<file path="config.mk">
export PLATFORM = sky130hd
export DESIGN_NAME = systolic_result_deskew_flat
export DESIGN_NICKNAME = d
export VERILOG_FILES = /design/src/rtl/systolic_result_deskew_if.sv /design/src/rtl/systolic_result_deskew.sv /design/src/flat_wrapper.sv
export SDC_FILE = /design/constraint.sdc
export NUM_CORES = 1
export LEC_CHECK = 0
export ABC_AREA = 1
export BUFFER_PORTS_ARGS = -buffer_cell sky130_fd_sc_hd__buf_4
export CAP_MARGIN = 20
export CELL_PAD_IN_SITES_DETAIL_PLACEMENT = 0
export CELL_PAD_IN_SITES_GLOBAL_PLACEMENT = 1
export CORE_ASPECT_RATIO = 0.9
export CORE_MARGIN = 2
export CORE_UTILIZATION = 48
export DETAILED_ROUTE_END_ITERATION = 16
export GPL_ROUTABILITY_DRIVEN = 0
export PLACE_DENSITY = 0.86
export SLEW_MARGIN = 20
export SYNTH_ARGS = -nofsm -noshare
export SYNTH_HDL_FRONTEND = slang
export SYNTH_SLANG_ARGS = --single-unit
export TNS_END_PERCENT = 1
</file>
<file path="constraint.sdc">
create_clock -name clk -period 5.52 [get_ports clk]
set_clock_uncertainty 0.2 [all_clocks]
set_input_delay 1.104 -clock clk [delete_from_list [all_inputs] [get_ports clk]]
set_output_delay 1.104 -clock clk [all_outputs]
set_load 0.02 [all_outputs]
</file>
<file path="src/rtl/systolic_result_deskew_if.sv">
// Row-stream bus for the result deskew block: skewed lane inputs in,
// aligned rows out through a valid/ready handshake.
interface systolic_result_deskew_if #(
   parameter int WIDTH = 16,
   parameter int N     = 4
);
   logic [N-1:0]       in_valid;
   logic [N*WIDTH-1:0] in_data;
   logic               out_valid;
   logic               out_ready;
   logic [N*WIDTH-1:0] out_data;
   logic               out_last;

   modport master (
      output in_valid, in_data, out_ready,
      input  out_valid, out_data, out_last
   );

   modport slave (
      input  in_valid, in_data, out_ready,
      output out_valid, out_data, out_last
   );
endinterface

</file>
<file path="src/rtl/systolic_result_deskew.sv">
// Re-aligns the skewed output edge of the systolic array into N-wide rows and
// buffers them in a FWFT FIFO with tile framing and sticky error flags.
module systolic_result_deskew #(
   parameter int WIDTH     = 16,
   parameter int N         = 4,
   parameter int DEPTH     = 8,
   parameter int TILE_ROWS = 4
) (
   input  logic                     clk,
   input  logic                     rst_n,
   input  logic                     clear,
   systolic_result_deskew_if.slave  bus,
   output logic [$clog2(DEPTH):0]   count,
   output logic                     overflow,
   output logic                     skew_err
);
   localparam int AW = $clog2(DEPTH);
   localparam int CW = AW + 1;
   localparam int TW = (TILE_ROWS > 1) ? $clog2(TILE_ROWS) : 1;

   logic [N-1:0]     av;
   logic [WIDTH-1:0] ad [N];
   logic [N*WIDTH-1:0] ad_row;

   // Lane j gets N-1-j stages so that every lane lines up with lane N-1.
   for (genvar j = 0; j < N; j++) begin : g_lane
      localparam int S = N - 1 - j;
      if (S == 0) begin : g_pass
         assign av[j] = bus.in_valid[j];
         assign ad[j] = bus.in_data[j*WIDTH +: WIDTH];
      end else begin : g_dly
         logic [S-1:0]     v_sr;
         logic [WIDTH-1:0] d_sr [S];
         always_ff @(posedge clk or negedge rst_n) begin
            if (!rst_n) begin
               v_sr <= '0;
               for (int k = 0; k < S; k++) d_sr[k] <= '0;
            end else if (clear) begin
               v_sr <= '0;
               for (int k = 0; k < S; k++) d_sr[k] <= '0;
            end else begin
               v_sr[0] <= bus.in_valid[j];
               d_sr[0] <= bus.in_data[j*WIDTH +: WIDTH];
               for (int k = 1; k < S; k++) begin
                  v_sr[k] <= v_sr[k-1];
                  d_sr[k] <= d_sr[k-1];
               end
            end
         end
         assign av[j] = v_sr[S-1];
         assign ad[j] = d_sr[S-1];
      end
   end

   always_comb begin
      ad_row = '0;
      for (int j = 0; j < N; j++) ad_row[j*WIDTH +: WIDTH] = ad[j];
   end

   logic [N*WIDTH-1:0] mem [DEPTH];
   logic [AW-1:0]      wr_ptr, rd_ptr;
   logic [TW-1:0]      tile_cnt;
   logic all_v, any_v, full, push, pop, tile_end;

   assign all_v    = &av;
   assign any_v    = |av;
   assign full     = (count == CW'(DEPTH));
   assign push     = all_v && !full;
   assign pop      = bus.out_valid && bus.out_ready;
   assign tile_end = (tile_cnt == TW'(TILE_ROWS - 1));

   // Handshake: a row transfers on any edge where out_valid && out_ready;
   // out_data/out_last hold while out_valid && !out_ready, since pushes
   // never write the slot under rd_ptr while the FIFO is non-empty.
   assign bus.out_valid = (count != '0);
   assign bus.out_data  = bus.out_valid ? mem[rd_ptr] : '0;
   assign bus.out_last  = bus.out_valid && tile_end;

   // Storage is not reset; out_data is masked until a row is present.
   always_ff @(posedge clk) begin
      if (push && !clear) mem[wr_ptr] <= ad_row;
   end

   always_ff @(posedge clk or negedge rst_n) begin
      if (!rst_n) begin
         wr_ptr   <= '0;
         rd_ptr   <= '0;
         count    <= '0;
         tile_cnt <= '0;
         overflow <= 1'b0;
         skew_err <= 1'b0;
      end else if (clear) begin
         wr_ptr   <= '0;
         rd_ptr   <= '0;
         count    <= '0;
         tile_cnt <= '0;
         overflow <= 1'b0;
         skew_err <= 1'b0;
      end else begin
         if (push) wr_ptr <= wr_ptr + 1'b1;
         if (pop) begin
            rd_ptr   <= rd_ptr + 1'b1;
            tile_cnt <= tile_end ? '0 : tile_cnt + 1'b1;
         end
         count <= count + CW'(push) - CW'(pop);
         if (all_v && full)   overflow <= 1'b1;
         if (any_v && !all_v) skew_err <= 1'b1;
      end
   end
endmodule

</file>
<file path="src/flat_wrapper.sv">
// flat-port wrapper written by rule: the top's interface ports become plain ports
module systolic_result_deskew_flat 
#(
   parameter int WIDTH     = 16,
   parameter int N         = 4,
   parameter int DEPTH     = 8,
   parameter int TILE_ROWS = 4
)
  (clk, rst_n, clear, count, overflow, skew_err, bus_in_valid, bus_in_data, bus_out_ready, bus_out_valid, bus_out_data, bus_out_last);
  systolic_result_deskew_if #(.WIDTH(WIDTH), .N(N)) bus_i ();
  input  logic clk;
  input  logic rst_n;
  input  logic clear;
  output logic [$clog2(DEPTH):0] count;
  output logic overflow;
  output logic skew_err;
  input wire logic [$bits(bus_i.in_valid)-1:0] bus_in_valid;
  input wire logic [$bits(bus_i.in_data)-1:0] bus_in_data;
  input wire logic [$bits(bus_i.out_ready)-1:0] bus_out_ready;
  output wire logic [$bits(bus_i.out_valid)-1:0] bus_out_valid;
  output wire logic [$bits(bus_i.out_data)-1:0] bus_out_data;
  output wire logic [$bits(bus_i.out_last)-1:0] bus_out_last;
  assign bus_i.in_valid = bus_in_valid;
  assign bus_i.in_data = bus_in_data;
  assign bus_i.out_ready = bus_out_ready;
  assign bus_out_valid = bus_i.out_valid;
  assign bus_out_data = bus_i.out_data;
  assign bus_out_last = bus_i.out_last;
  systolic_result_deskew #(.WIDTH(WIDTH), .N(N), .DEPTH(DEPTH), .TILE_ROWS(TILE_ROWS)) u_core (.clk(clk), .rst_n(rst_n), .clear(clear), .bus(bus_i), .count(count), .overflow(overflow), .skew_err(skew_err));
endmodule
</file>
==> impl_metrics.env, run 1 <==
export IMPL_drive_gt1_share_pct=9.79
export IMPL_ys_ff_latch=628
export IMPL_clkSinkCount=628
export IMPL_tightest_slew_ps=1030
export IMPL_grt_pass1_vias=17100
export IMPL_post_route_period_util_pct=84.6
export IMPL_sequentialPowerShare_pct=40.8
export IMPL_cts_htree_levels=3
export IMPL_power_density_mw_per_mm2=426
export IMPL_core_area_sq_mm=0.0546
export IMPL_start_util_pct=48.8
export IMPL_routedWlPerCell_um=16.6
export IMPL_rows=81
export IMPL_fin_nets=2847
export IMPL_worst_ep_arrival_time_ps=3360
export IMPL_grt_max_degree=188
export IMPL_fin_util_pct=55.5
export IMPL_critPathLaunch="u_core.rd_ptr[1]"
export IMPL_synthesis_nets=2723
export IMPL_r2r_start="u_core.count[2]"
export IMPL_postSynthAreaPerCell_sq_um=10.1
export IMPL_wl_mm=58.4
export IMPL_final_hold_violation_count=0
export IMPL_crit_path_start_kind="flip-flop"
export IMPL_drc=0
export IMPL_insertion_delay_ps=590
export IMPL_sw_frac_of_total_pct=32.4
export IMPL_cts_root_buffer="clkbuf_16"
export IMPL_viasPerCell=4.92
export IMPL_cap_violations=0
export IMPL_min_from="u_core.g_lane[0].g_dly.d_sr[21]"
export IMPL_pin_count=144
export IMPL_ys_types=20
export IMPL_timing_fmax_ghz=0.214
export IMPL_path_max_fanout=61
export IMPL_path_clk_slew_ps=60
export IMPL_die_area_sq_mm=0.0575
export IMPL_antenna_found_initial=1
export IMPL_switching_power_w=0.00419
export IMPL_num_vias=17300
export IMPL_dp_hpwl_mm=31.2
export IMPL_crit_type="flip-flop to primary output"
export IMPL_cp_required_ps=4220
export IMPL_yosysWarnings=0
export IMPL_p_int_w=0.00873
export IMPL_grt_pass1_wl_mm=92.1
export IMPL_seq_area_frac_synth_pct=68.5
export IMPL_setup_viol=0
export IMPL_drt_iter0_markers=1600
export IMPL_power_leakage_nw=14.2
export IMPL_numCtsBuffers=66
export IMPL_ir_worst_vdd_v=0.000295
export IMPL_n_antenna_cell=0
export IMPL_grt_overflow=0
export IMPL_die_x_um=253
export IMPL_antenna_left=0
export IMPL_pwr_share_clk_pct=32.3
export IMPL_synth_cells=2641
export IMPL_cts_hold_buf=0
export IMPL_slew_limit_headroom_pct=31.0
export IMPL_grt_total_usage_pct=20.8
export IMPL_synthToLayoutAreaGrowth_pct=13.5
export IMPL_dr_pass1_iters=6
export IMPL_outcome="finished, final reports clean"
export IMPL_clockBufferDepth=3
export IMPL_postCtsResizedCells=0
export IMPL_setup_tns_ps=0
export IMPL_min_period_ps=4670
export IMPL_drv_slew=0
export IMPL_postCtsSetupBuffers=0
export IMPL_cts_tree="built"
export IMPL_min_path_type="flip-flop to flip-flop"
export IMPL_die_h_um=228
export IMPL_io_buffers=143
export IMPL_rsz0062_at_grt="false"
export IMPL_worst_setup_path_end_kind="primary output"
export IMPL_synth_area_sq_mm=0.0267
export IMPL_comb_power_share_pct=26.9
==> layer usage <==
layer	GRT usage, %	part of all wire (%)
met1	28.3	44
met2	33.8	46
met3	4.49	7.6
met4	6.24	2.3
met5	0	0.022
==> worst paths after layout <==
kind / slack, ps / cells past startpoint / endpoint
setup / recovery: 850 / 7 / bus_out_data[21]
hold reg to reg: 250 / 2 / u_core.ad[53]
min in group asynchronous: 380 / 1 / u_core.count[1]
hold / removal: 250 / 2 / u_core.ad[53]
max in group asynchronous: 3660 / 2 / u_core.g_lane[2].g_dly.d_sr[4]
setup reg to reg: 2380 / 11 / u_core.count[2]
==> area by class of cell <==
cell class | instances | area (sq um)
tap | 705 | 882
clock buffer | 97 | 1900
sequential | 628 | 18300
fill | 4546 | 24300
clock inverter | 16 | 115
multi-input combinational | 1263 | 5360
timing repair buffer | 175 | 1370
inverter | 631 | 2380
==> through the flow <==
stage / instances / setup slack, ps / hold WS [ps] / power [W] / cell area (sq um)
2_1_floorplan: 2641 / 604 / 234 / 0.00767 / 26700
3_3_place_gp: 3402 / 1460 / 237 / 0.00883 / 28300
3_5_place_dp: 3402 / 1510 / 244 / 0.00886 / 28300
4_1_cts: 3515 / 874 / 252 / 0.0130 / 30300
5_1_grt: 3515 / 680 / 270 / 0.0136 / 30300
6_report: 3515 / 851 / 250 / 0.0129 / 30300
==> critical path, cell delays in order (launching register included) <==
cell     delay, ps
dfrtp_4        770
inv_4          730
buf_4          460
nand3_1        120
nand3_1         80
nand2_1         70
nor2_1         270
buf_4          210
==> cells in the mapped netlist <==
| library cell | instances | share of area (%) |
|---|---|---|
| inv_4 | 1 | 0.023 |
| xnor2_1 | 1 | 0.033 |
| ha_1 | 9 | 0.42 |
| a21oi_1 | 4 | 0.075 |
| o21ai_0 | 2 | 0.038 |
| edfxtp_1 | 512 | 58 |
| nor2_1 | 248 | 3.5 |
| xor2_1 | 2 | 0.066 |
| fa_1 | 1 | 0.075 |
| nand4_1 | 5 | 0.12 |
| buf_6 | 29 | 1.2 |
| clkbuf_1 | 13 | 0.18 |
| buf_2 | 65 | 1.2 |
| dfrtp_1 | 116 | 11 |
| nand3_1 | 332 | 6.2 |
| nor3_1 | 1 | 0.019 |
| and2_1 | 1 | 0.023 |
| buf_1 | 12 | 0.17 |
| inv_1 | 630 | 8.9 |
| nand2_1 | 657 | 9.2 |
==> logic make-up (layout without fill, tap and decap cells) <==
family,count (synthesis),in the layout,synth area share (%)
xor gates and xnor gates,3,3,0.0985
adders and majority gates,10,10,0.497
and+or+nand+nor,1244,1244,19.1
DFF,628,628,68.5
buffers and inverters,750,919,11.7
AOI/OAI and AO/OA,6,6,0.113
==> sequential cells by signal (all words and copies together), names as in the netlist <==
register,cells
u_core.count,4
u_core.ad,32
u_core.mem,512
u_core.rd_ptr,3
u_core.wr_ptr,3
u_core.overflow,1
u_core.g_lane.g_dly.d_sr,64
u_core.skew_err,1
u_core.tile_cnt,2
u_core.g_lane.g_dly.v_sr,6
==> layout by cell type (no fill, tap or decap), drive strengths merged <==
cell	count
o21ai	2
a21oi	4
clkinv	11
clkbuf	97
edfxtp	512
fa	1
inv	635
ha	9
nand4	5
buf	175
nand3	332
and2	1
nand2	657
nor2	248
xnor2	1
dfrtp	116
xor2	2
bufinv	1
nor3	1
==> power by group through the flow <==
| stage | clock network [W] | logic (W) | registers, W |
|---|---|---|---|
| after global routing | 0.00442 | 0.00386 | 0.00528 |
| after global placement | 0 | 0.00346 | 0.00536 |
| after floorplan | 0 | 0.00236 | 0.00532 |
| after CTS | 0.00425 | 0.00352 | 0.00527 |
| final | 0.00417 | 0.00348 | 0.00527 |
| after detailed placement | 0 | 0.00350 | 0.00537 |
(Power assumes the default switching activity.)
==> run 2, diff against run 1 <==
- clock period: 5.52 -> 4.42 ns (I/O delays scaled with it)
==> run 2 against run 1 <==
Critical path type unchanged. Global-route usage decreased by 0.32 points. Highest routed layer is now met4. Sequential share of layout area decreased by 0.66 points. First-iteration DRC count decreased by 23%. Clock power increased by 33%. Largest cell class unchanged. Via count about the same.
==> impl_metrics.env, run 2 (synthesized netlist as in run 1, its figures left out) <==
export IMPL_timing_fmax_ghz=0.265
export IMPL_power_density_mw_per_mm2=539
export IMPL_min_path_type="input port to asynchronous set/reset pin"
export IMPL_grt_overflow=0
export IMPL_pin_count=144
export IMPL_drv_slew=0
export IMPL_comb_power_share_pct=26.8
export IMPL_wl_mm=58.2
export IMPL_crit_type="flip-flop to primary output"
export IMPL_crit_path_start_kind="flip-flop"
export IMPL_start_util_pct=48.8
export IMPL_fin_nets=2851
export IMPL_dp_hpwl_mm=30.4
export IMPL_grt_pass1_vias=17000
export IMPL_grt_pass1_wl_mm=90.9
export IMPL_slew_limit_headroom_pct=33.9
export IMPL_power_w=0.0165
export IMPL_postCtsSetupBuffers=0
export IMPL_io_buffers=143
export IMPL_synthToLayoutAreaGrowth_pct=14.8
export IMPL_num_vias=17300
export IMPL_pwr_share_clk_pct=33.6
export IMPL_clkSinkCount=628
export IMPL_sw_frac_of_total_pct=31.8
export IMPL_viasPerCell=4.90
export IMPL_final_hold_violation_count=0
export IMPL_drc=0
export IMPL_mostFrequentLayoutCell="nand2_1"
export IMPL_die_area_sq_mm=0.0575
export IMPL_postCtsResizedCells=0
export IMPL_cts_root_buffer="clkbuf_16"
export IMPL_fillerInstances=4539
export IMPL_path_max_fanout=108
export IMPL_seq_area_sq_mm=0.0183
export IMPL_die_x_um=253
export IMPL_r2r_slack_ps=1270
export IMPL_insertion_delay_ps=590
export IMPL_post_route_period_util_pct=85.5
export IMPL_rsz0062_at_grt="false"
export IMPL_antenna_left=0
export IMPL_sequentialPowerShare_pct=39.6
export IMPL_ir_worst_vdd_v=0.000600
export IMPL_routedWlPerCell_um=16.5
export IMPL_outcome="finished, final reports clean"
export IMPL_grt_max_degree=153
export IMPL_setup_tns_ps=0
export IMPL_clockBufferDepth=3
export IMPL_largest_register_ffs=512
export IMPL_antenna_found_initial=1
export IMPL_tightest_slew_ps=991
export IMPL_worstPathCellList="inv_8 -> buf_4 -> nand2_1 -> nand3_1 -> nand3_1 -> nand2_1 -> nor2_1 -> buf_4"
export IMPL_die_h_um=228
export IMPL_drt_iter0_markers=1234
export IMPL_max_stage_delay_ps=520
export IMPL_power_leakage_nw=14.3
export IMPL_final_cell_mix="657 x nand2_1, 629 x inv_1, 512 x edfxtp_1"
export IMPL_cts_hold_buf=0
export IMPL_cap_violations=0
export IMPL_grt_total_usage_pct=20.5
export IMPL_hold_worst_slack_ps=209
export IMPL_regMostFlops="u_core.mem"
export IMPL_switching_power_w=0.00525
export IMPL_numCtsBuffers=67
export IMPL_p_int_w=0.0113
export IMPL_drive_gt1_share_pct=10.3
export IMPL_cp_required_ps=3340
export IMPL_path_clk_slew_ps=60
export IMPL_slowest_stage="dfrtp_4"
export IMPL_rows=81
export IMPL_multi_input_area_sq_mm=0.00536
export IMPL_cts_htree_levels=3
export IMPL_core_area_sq_mm=0.0546
export IMPL_dr_pass1_iters=5
export IMPL_min_period_ps=3780
export IMPL_worst_ep_arrival_time_ps=2690
export IMPL_worst_setup_path_end_kind="primary output"
export IMPL_cts_tree="built"
export IMPL_setup_viol=0
-- run 2: layout make-up --
type	count	share of cell area, %
multi-input combinational	1263	17.5
timing repair buffer	178	4.92
clock inverter	21	0.576
antenna	1	0.00817
tap	705	2.88
clock buffer	102	6.65
inverter	631	7.76
sequential	628	59.7
-- run 2: path summary, 6_finish.rpt --
kind,from,endpoint,cells after the start
setup reg to reg,u_core.count[2],u_core.count[2],11
hold reg to reg,u_core.g_lane[1].g_dly.d_sr[18],u_core.ad[34],2
min in group clk,u_core.g_lane[1].g_dly.d_sr[18],u_core.ad[34],2
hold / removal,rst_n,u_core.wr_ptr[2],1
max in group asynchronous,rst_n,u_core.ad[43],2
setup / recovery,u_core.rd_ptr[0],bus_out_data[10],8
-- run 2: layer usage --
| layer | track usage, % | up-vias | wire length [um] |
|---|---|---|---|
| met5 | 0 | - | 0 |
| met2 | 34.1 | 486 | 27800 |
| li1 | - | 8396 | - |
| met4 | 6.17 | 0 | 1260 |
| met1 | 27.5 | 8333 | 25600 |
| met3 | 3.85 | 91 | 3520 |
-- run 2: critical path, delay by kind of cell (launching register included) --
family / cells / cell delay, ps
flops: 1 / 520
simple gates: 5 / 450
buf+inv: 3 / 1080
-- run 2: power groups by stage --
stage	combinational [W]	sequential, W	clock (W)
final	0.00443	0.00654	0.00555
after global routing	0.00487	0.00654	0.00587
after CTS	0.00449	0.00653	0.00566
after detailed placement	0.00446	0.00666	0
after global placement	0.00441	0.00665	0
after floorplan	0.00294	0.00664	0
-- run 2: stage by stage --
stage | worst slack, ps | instances | cell area, sq um | util (%)
2_1_floorplan | -276 | 2641 | 26700 | -
3_3_place_gp | 1250 | 3405 | 28400 | 52.0
3_5_place_dp | 1150 | 3405 | 28400 | 52.0
4_1_cts | 590 | 3528 | 30600 | 56.1
5_1_grt | 441 | 3528 | 30600 | 56.1
6_report | 642 | 3529 | 30600 | 56.1
